**config.mk**
```make
export PLATFORM = sky130hd
export DESIGN_NAME = dct_group_scheduler
export DESIGN_NICKNAME = d
export VERILOG_FILES = /design/src/rtl/dct_group_scheduler.sv
export SDC_FILE = /design/constraint.sdc
export NUM_CORES = 1
export LEC_CHECK = 0
export CORE_MARGIN = 1.5
export CORE_UTILIZATION = 49
export CTS_BUF_LIST = sky130_fd_sc_hd__clkbuf_4 sky130_fd_sc_hd__clkbuf_8 sky130_fd_sc_hd__clkbuf_16
export DETAILED_ROUTE_END_ITERATION = 12
export PLACE_DENSITY = 0.76
export SKIP_LAST_GASP = 1
export SYNTH_ARGS = -nofsm -noshare
export SYNTH_HDL_FRONTEND = slang
export SYNTH_SLANG_ARGS = --single-unit
```
**constraint.sdc**
```tcl
create_clock -name clock -period 2.63 [get_ports clock]
set_input_delay 0.789 -clock clock [delete_from_list [all_inputs] [get_ports clock]]
set_output_delay 0.789 -clock clock [all_outputs]
set_load 0.005 [all_outputs]
```
**src/rtl/dct_group_scheduler.sv**
```systemverilog
// dct_group_scheduler: sequences the DCT engine bank over one completed ingester
// buffer. It watches for ingester buffer swaps, holds the engines in reset between
// MCU groups, steps the group fetch base, rotates the output ring slot, and stalls
// when every output slot is still waiting on the quantizer.
module dct_group_scheduler #(
    parameter int NUM_ENGINES  = 5,
    parameter int MCU_GROUPS   = 8,
    parameter int RESET_CYCLES = 3,
    parameter int OUT_SLOTS    = 4,
    localparam int MG_W = (MCU_GROUPS > 1) ? $clog2(MCU_GROUPS) : 1,
    localparam int SL_W = (OUT_SLOTS > 1) ? $clog2(OUT_SLOTS) : 1
) (
    input  logic                   clock,
    input  logic                   reset,
    input  logic                   ingester_frontbuf,
    input  logic [NUM_ENGINES-1:0] dcts_finished,
    input  logic                   quant_slot_done,
    output logic                   dct_nreset,
    output logic                   dct_read_bank,
    output logic [MG_W-1:0]        mcu_group,
    output logic [SL_W-1:0]        out_slot,
    output logic [SL_W:0]          slots_used,
    output logic                   frame_done,
    output logic                   error
);

    localparam int RC_W = (RESET_CYCLES > 1) ? $clog2(RESET_CYCLES) : 1;
    localparam logic [RC_W-1:0] RC_LAST    = RC_W'(RESET_CYCLES - 1);
    localparam logic [MG_W-1:0] GROUP_LAST = MG_W'(MCU_GROUPS - 1);
    localparam logic [SL_W:0]   SLOTS_FULL = (SL_W + 1)'(OUT_SLOTS);

    typedef enum logic [2:0] {
        S_IDLE,
        S_RESET,
        S_ACTIVE,
        S_STALL,
        S_ERR
    } state_t;

    state_t          state_q, state_d;
    logic [RC_W-1:0] rcnt_q, rcnt_d;
    logic [MG_W-1:0] group_q, group_d;
    logic [SL_W-1:0] slot_q, slot_d;
    logic [SL_W:0]   used_q, used_d;
    logic            bank_q, bank_d;
    logic            frame_done_q, frame_done_d;
    logic            error_q, error_d;
    logic            f0_q, f0_d;
    logic            f1_q, f1_d;

    logic            swap;
    logic            group_done;
    logic            q_rel;
    logic            q_under;
    logic [SL_W:0]   used_post;

    // Slot accounting: a finishing group claims a slot, a quantizer pulse frees one;
    // both in the same cycle cancel. Releases with nothing outstanding only flag a fault.
    always_comb begin
        swap       = f0_q ^ f1_q;
        group_done = (state_q == S_ACTIVE) && (&dcts_finished) && !swap;
        q_rel      = quant_slot_done && (used_q != '0) && (state_q != S_ERR);
        q_under    = quant_slot_done && (used_q == '0) && (state_q != S_ERR);
        used_post  = used_q;
        if (group_done && !q_rel && (used_q != SLOTS_FULL)) begin
            used_post = used_q + 1'b1;
        end else if (!group_done && q_rel) begin
            used_post = used_q - 1'b1;
        end
    end

    // Sequencer: next state, group/slot stepping and the swap-overrun fault.
    always_comb begin
        state_d      = state_q;
        rcnt_d       = rcnt_q;
        group_d      = group_q;
        slot_d       = slot_q;
        bank_d       = bank_q;
        frame_done_d = 1'b0;
        f0_d         = ingester_frontbuf;
        f1_d         = f0_q;
        used_d       = used_post;
        case (state_q)
            S_IDLE: begin
                group_d = '0;
                if (swap) begin
                    // f1 still holds the bank the ingester just finished filling
                    bank_d  = f1_q;
                    rcnt_d  = '0;
                    state_d = (used_q < SLOTS_FULL) ? S_RESET : S_STALL;
                end
            end
            S_RESET: begin
                if (swap) begin
                    state_d = S_ERR;
                end else if (rcnt_q == RC_LAST) begin
                    state_d = S_ACTIVE;
                end else begin
                    rcnt_d = rcnt_q + 1'b1;
                end
            end
            S_ACTIVE: begin
                if (swap) begin
                    state_d = S_ERR;
                end else if (group_done) begin
                    slot_d = slot_q + 1'b1;
                    if (group_q == GROUP_LAST) begin
                        group_d      = '0;
                        frame_done_d = 1'b1;
                        state_d      = S_IDLE;
                    end else begin
                        group_d = group_q + 1'b1;
                        rcnt_d  = '0;
                        state_d = (used_post < SLOTS_FULL) ? S_RESET : S_STALL;
                    end
                end
            end
            S_STALL: begin
                if (swap) begin
                    state_d = S_ERR;
                end else if (used_q < SLOTS_FULL) begin
                    rcnt_d  = '0;
                    state_d = S_RESET;
                end
            end
            S_ERR: begin
                state_d = S_ERR;
            end
            default: begin
                state_d = S_ERR;
            end
        endcase
        error_d = error_q || q_under || (state_d == S_ERR);
    end

    // State register with synchronous reset; a reset mid-group drops the group.
    always_ff @(posedge clock) begin
        if (reset) begin
            state_q      <= S_IDLE;
            rcnt_q       <= '0;
            group_q      <= '0;
            slot_q       <= '0;
            used_q       <= '0;
            bank_q       <= 1'b0;
            frame_done_q <= 1'b0;
            error_q      <= 1'b0;
            f0_q         <= 1'b0;
            f1_q         <= 1'b0;
        end else begin
            state_q      <= state_d;
            rcnt_q       <= rcnt_d;
            group_q      <= group_d;
            slot_q       <= slot_d;
            used_q       <= used_d;
            bank_q       <= bank_d;
            frame_done_q <= frame_done_d;
            error_q      <= error_d;
            f0_q         <= f0_d;
            f1_q         <= f1_d;
        end
    end

    assign dct_nreset    = (state_q == S_ACTIVE);
    assign dct_read_bank = bank_q;
    assign mcu_group     = group_q;
    assign out_slot      = slot_q;
    assign slots_used    = used_q;
    assign frame_done    = frame_done_q;
    assign error         = error_q;

endmodule
```
## Word level (Yosys, flattened, before mapping)

Cells that the tools add are included.

| cells by class | value |
|---|---|
| equality and inequality tests | 16 |
| multiplexer cells | 27 |
| reduce and logical (&&, ||, !) cells | 25 |
| add/subtract/negate cells | 5 |
| order comparisons | 2 |
| bitwise logic cells | 4 |

Operator list:

| cell | number |
|---|---|
| $mux 3 | 12 |
| $mux 2 | 11 |
| $ne 2x2->1 const B | 7 |
| $pmux 3 s4 | 1 |
| $logic_and 1x1->1 | 9 |
| $reduce_and 9->1 | 1 |
| $pmux 2 s4 | 1 |
| $add 3x1->3 const B | 2 |
| $eq 3x2->1 const B | 2 |
| $eq 3x3->1 const B | 2 |
| $logic_not 3->1 | 2 |
| $lt 3x3->1 const B | 2 |
| $ne 3x3->1 const B | 2 |
| $pmux 3 s2 | 1 |
| $reduce_and 3->1 | 2 |
| $reduce_and 5->1 | 1 |
| $add 2x1->2 const B | 2 |
| $reduce_bool 4->1 | 1 |
| $reduce_or 4->1 | 1 |
| $eq 3x1->1 const B | 1 |
| $logic_not 1->1 | 3 |
| $not 1->1 | 3 |
| $reduce_bool 3->1 | 1 |
| $sub 3x1->3 const B | 1 |
| 7 further kinds | 8 |

| storage, ports and cells | value |
|---|---|
| output and inout bits | 12 |
| bits in registers | 18 |

## Longest topological paths before layout

Gate-level depths: netlist of the first run.

| logic depth | value |
|---|---|
| word-level depth | 15 |
| mapped depth | 7 |
| mapped depth without buffers | 7 |

## Worst setup path after synthesis of the first run

Ideal clock, no wire load.

| timing path | value |
|---|---|
| path type | input to register |
| from | input port dcts_finished[3] |
| to | register rcnt_q[1] |
| arrival | 1906 ps |
| stages on the path | 5 |
| buffers on the path | 0 |
| path slack | 654 ps |
| data required time | 2560 ps |
| path through | nand3_1 -> nor3_1 -> o22ai_1 -> or4_1 -> a21oi_1 |

| on the way | value |
|---|---|
| longest elaborated chain between the ends | 5 |

Ends and longest elaborated chain:

| item | RTL line | RTL |
|---|---|---|
| start, declared | 16 | `input logic [NUM_ENGINES-1:0] dcts_finished,` |
| $reduce_and 5->1 | 61 | `group_done = (state_q == S_ACTIVE) && (&dcts_finished) && !swap;` |
| $logic_and 1x1->1 (2 in series) | 61 |  |
| $ne 2x1->1 (no source line) | - |  |
| $reduce_and 9->1 (no source line) | - |  |
| end signal, assigned | 151 | `rcnt_q <= rcnt_d;` |
| end, declared | 41 | `logic [RC_W-1:0] rcnt_q, rcnt_d;` |

No other way between the ends.
A chain may end at the register's enable or synchronous reset.

## Final worst setup path of the first run

| timing path | value |
|---|---|
| from | register state_q[0] |
| to | output port dct_nreset |

| on the way | value |
|---|---|
| longest elaborated chain between the ends | 1 |

Ends and longest elaborated chain:

| item | RTL line | RTL |
|---|---|---|
| start, declared | 40 | `state_t state_q, state_d;` |
| start signal, assigned | 150 | `state_q <= state_d;` |
| $eq 3x2->1 | 163 | `assign dct_nreset = (state_q == S_ACTIVE);` |
| end, declared | 18 | `output logic dct_nreset,` |

No other way between the ends.

==> results of run 1 <==
## sequential cells by signal, indices dropped and copies added, names as in the netlist
signal	cells
dct_read_bank	1
error	1
f0_q	1
f1_q	1
frame_done	1
mcu_group	3
out_slot	2
rcnt_q	2
slots_used	3
state_q	3
## path summary, 6_finish.rpt
check | to | depth (start not counted)
setup / recovery | dct_nreset | 3
hold / removal | dct_read_bank | 2
setup reg to reg | slots_used[1] | 5
hold reg to reg | dct_read_bank | 2
## stage by stage
step	hold slack [ns]	setup WS, ns	utilization (%)	instances	cell area (sq um)
floorplan	0.450	0.654	-	118	1010
global placement	0.462	0.158	62.9	163	1230
detailed placement	0.469	0.0779	62.9	163	1230
CTS	0.488	0.0845	64.8	167	1270
global route	0.523	0.000183	64.8	167	1270
finish	0.487	0.0814	64.8	167	1270
## Yosys cell counts, drive strengths merged
master  number
or4          4
nand3b       1
a211oi       1
a22oi        2
nand3        3
o21ai        7
a21oi        7
a21o         2
o22ai        1
a221o        1
nand2        8
clkbuf       3
a31oi        2
buf          2
or2          1
nor2        15
a32oi        1
o21a         2
xor2         2
or3          2
nor3b        2
dfxtp       18
xnor2        3
nor2b        2
ha           6
nor3         6
nor4b        1
mux2i        3
nor4         2
or3b         1
inv          7
## tightest hold or removal path, cell delays in order, from the launching register on
cell and delay [ns]:
dfxtp_1 0.34, nand2_1 0.06, a21oi_1 0.05
## routing by layer
metal | global-route usage, % | vias to the layer above
met1 | 25.8 | 418
met5 | 0 | -
met2 | 32.4 | 33
met4 | 5.71 | 0
met3 | 3.70 | 4
li1 | - | 463
## cell type report
cell class	instances	area, sq um	area share, %
Multi-Input combinational cell	88	592	46.6
Inverter	7	26.3	2.07
Timing Repair Buffer	23	223	17.5
Clock buffer	4	36.3	2.85
Sequential cell	18	360	28.3
Tap cell	27	33.8	2.66
## power by group
| part | total (W) | internal (W) | switching, W | leakage, nW |
|---|---|---|---|---|
| logic | 0.000305 | 0.000160 | 0.000146 | 0.317 |
| clock network | 0.000166 | 0.0000842 | 0.0000816 | 0.0210 |
| registers | 0.000348 | 0.000306 | 0.0000421 | 0.147 |
| total | 0.000819 | 0.000550 | 0.000269 | 0.484 |
## cells by family (layout without fill, tap and decap cells)
family	count (synthesis)	in the layout
AND/OR/NAND/NOR	48	48
adder cells (fa/ha/maj)	6	6
buffers and inverters	12	34
XOR/XNOR	5	5
multiplexers	3	3
AO/OA/AOI/OAI	26	26
flip-flops	18	18
==> reports/results.ini, run 1 <==
[timing]
slew_viol_final=0
max_freq_mhz=392
period_needed_ns=2.55
skew_ns=0.00829
slew_headroom_pct=56.0
setup_violations=0
tns_ns=0
rsz0062_at_grt=no
finalCritPeriodShare_pct=96.9
tightest_slew_ns=0.658
final_hold_viol_count=0

[setup_path]
r2r-start=state_q[0]
slowest_delay_ns=0.49
startpoint=state_q[0]
reg2reg_slack_ns=0.63
end_kind=output port
path_buf_inv=2
crit_type=register to output port
cp_cell_sequence=or3b_4 -> inv_1 -> clkdlybuf4s50_1
slowest_stage=clkdlybuf4s50_1
cp.required_ns=1.84
crit_family=buffers and inverters
start_kind=register
crit_fanout=11
cp.arrival_ns=1.76

[cells_and_area]
nNetsFinal=156
fillers=184
layout_common_cells=20 x clkdlybuf4s50_1, 18 x dfxtp_1, 13 x nor2_1, 8 x nand2_1
final_common_cell=clkdlybuf4s50_1
layout-drive-gt1-share_pct=12.1
area_growth_pct=25.6
n_antenna_cell=0

[placed_design]
dp_hpwl_mm=1.62
gp_congestion=0.787
io_buffers=20

[cts]
htreeDepth=1
cts-resized-gates=0
post-cts-setup-buffer-count=0
clk_latency_ns=0.29
root_buffer=clkbuf_4
cts_tree=yes
cts_sinks=18
clk_pin_slew_ns=0.10
cts.path.max_buffers=2
cts_buffers=3
cts_hold_buf=0

[outcome]
status=finished clean

[synthesis]
synth_top_area_share_pct=35.6
syn_area_per_cell_sq_um=8.58
synth.distinct_cells=38
synthSimpleGateAreaFrac_pct=26.9
ys_seq_area_share_pct=35.6
ys_seq_elements=18
synth-compound-area-share_pct=16.1
mappedNetlistArea_sq_mm=0.00101
syn-num-nets=133
synth_area_leaders=dfxtp_1 36%, ha_1 7.4%, nor2_1 4.8%
synthMuxAreaShare_pct=2.97
synth_xor_area_share_pct=5.07
synth_top_area_cell=dfxtp_1
yosys_warnings=0
synth_top_family_by_area=simple AND/OR/NAND/NOR gates
synthAdderAreaFrac_pct=7.42
synthCells=118

[hold_path]
hold_class=register to register
hp-start=dct_read_bank

[detailed_routing]
wl_met3_microns=118
top_layer=met4
drt_iter0_markers=17
drtPass1Iterations=4
drc=0
wl_met2_microns=968
wl_met1_microns=942
routed_via_density=5.50
ant_nets=0
wl_per_cell_microns=12.3
drt_wl_total_mm=2.05
vias=918

[grt]
grt_pass1_vias=895
grtUsageTotal_pct=19.5
grt_max_degree=19
antenna_found_initial=0
grt_overflow=0
grt_pass1_wl_mm=3.72

[power_and_ir_drop]
finalPower_w=0.000819
peakVddDrop_mv=0.434
power.leakage_nw=0.484
powerDensity_mw_per_mm2=644

[die]
die-area_sq_mm=0.00235
fp.dieH_microns=48.5
num_rows=16
design.portCount=21
core_area_sq_mm=0.00196
initial_core_util_pct=51.6
die_w_microns=48.5

[job]
maxCapViolCount=0

(Power assumes the default switching activity.)
==> inputs of run 2 (changes only) <==
--- a/config.mk
+++ b/config.mk
@@ -9,4 +9,5 @@
 export CORE_UTILIZATION = 49
 export CTS_BUF_LIST = sky130_fd_sc_hd__clkbuf_4 sky130_fd_sc_hd__clkbuf_8 sky130_fd_sc_hd__clkbuf_16
+export CTS_CLUSTER_DIAMETER = 80
 export DETAILED_ROUTE_END_ITERATION = 12
 export PLACE_DENSITY = 0.76
==> constraint.sdc (replaced) <==
create_clock -name clock -period 2.63 [get_ports clock]
set_input_delay 0.789 -clock clock [delete_from_list [all_inputs] [get_ports clock]]
set_output_delay 0.789 -clock clock [all_outputs]
set_load 0.05 [all_outputs]
==> reports/results.ini, run 2 (synthesis results as in run 1) <==
[timing]
slew_headroom_pct=55.5
tns_ns=0
final_hold_viol_count=0
max_freq_mhz=410
rsz0062_at_grt=no
finalCritPeriodShare_pct=92.7
setup_violations=0
slew_viol_final=0
tightest_slew_ns=0.665
skew_ns=0.00341
period_needed_ns=2.44

[die]
fp.dieH_microns=48.5
core_area_sq_mm=0.00196
die-area_sq_mm=0.00235
num_rows=16
initial_core_util_pct=51.6
design.portCount=21
die_w_microns=48.5

[detailed_routing]
wl_per_cell_microns=12.0
drt_iter0_markers=8
ant_nets=0
vias=901
drc=0
routed_via_density=5.43
drtPass1Iterations=4
drt_wl_total_mm=1.99

[setup_path]
path_buf_inv=1
slowest_delay_ns=0.86
crit_family=buffers and inverters
crit_fanout=8
start_kind=register
cp.arrival_ns=1.65
slowest_stage=clkdlybuf4s50_1
cp.required_ns=1.84
end_kind=output port
cp_cell_sequence=clkdlybuf4s50_1
crit_type=register to output port
reg2reg_slack_ns=0.64

[grt]
antenna_found_initial=0
grtUsageTotal_pct=19.2
grt_pass1_vias=836
grt_max_degree=19
grt_overflow=0
grt_pass1_wl_mm=3.59

[cts]
cts_hold_buf=0
cts.path.max_buffers=2
cts_sinks=18
root_buffer=clkbuf_4
cts-resized-gates=0
clk_latency_ns=0.30
clk_pin_slew_ns=0.10
post-cts-setup-buffer-count=0
cts_buffers=3
htreeDepth=1
cts_tree=yes

[placed_design]
io_buffers=20
dpl.cell_count=162
gp_congestion=0.778
dp_hpwl_mm=1.52

[cells_and_area]
final_cells=166
final_common_cell=clkdlybuf4s50_1
fillers=179
nNetsFinal=155
area_growth_pct=24.6
n_antenna_cell=0
layout_common_cells=19 x clkdlybuf4s50_1, 18 x dfxtp_1, 13 x nor2_1, 8 x nand2_1
layout-drive-gt1-share_pct=12.2

[power_and_ir_drop]
powerDensity_mw_per_mm2=727
peakVddDrop_mv=0.659
power.leakage_nw=0.481

[outcome]
status=finished clean

[hold_path]
hold_class=register to register

[job]
maxCapViolCount=0

[run 2: cell count changes in the layout (fill, tap and decap cells not counted)]
cell             change
clkdlybuf4s50_1      -1
[run 2: path summary, 6_finish.rpt]
path,from,end,cells past startpoint
worst max-delay path,slots_used[2],slots_used[2],1
worst min-delay path,dct_read_bank,dct_read_bank,2
worst max register to register,state_q[1],slots_used[1],5
worst min register to register,dct_read_bank,dct_read_bank,2
[run 2: layout make-up]
cell class                 instances  area (sq um)  area share (%)
timing repair buffer              22           213            16.9
multi-input combinational         88           592            46.9
inverter                           7          26.3            2.08
sequential                        18           360            28.6
tap                               27          33.8            2.68
clock buffer                       4          36.3            2.88
[run 2: metrics by stage]
step                utilization (%)  hold slack, ns  setup slack (ns)  cell area [sq um]  total power [W]
global route                   64.3           0.521             0.133               1260         0.000971
floorplan                         -           0.450             0.580               1010         0.000648
finish                         64.3           0.481             0.191               1260         0.000916
global placement               62.4           0.461             0.161               1220         0.000736
detailed placement             62.4           0.469             0.111               1220         0.000746
CTS                            64.3           0.485             0.179               1260         0.000917
[run 2: layer usage]
metal / track usage [%] / share of wire, %
met5: 0 / 0
met2: 29.2 / 43
met3: 1.85 / 4.1
met4: 10.0 / 2.4
met1: 27.3 / 50
[run 2: power breakdown]
| part | total (W) | switching (W) | internal [W] |
|---|---|---|---|
| Sequential | 0.000352 | 0.0000456 | 0.000306 |
| Combinational | 0.000391 | 0.000233 | 0.000159 |
| Clock | 0.000173 | 0.0000889 | 0.0000845 |
| Total | 0.000916 | 0.000367 | 0.000549 |
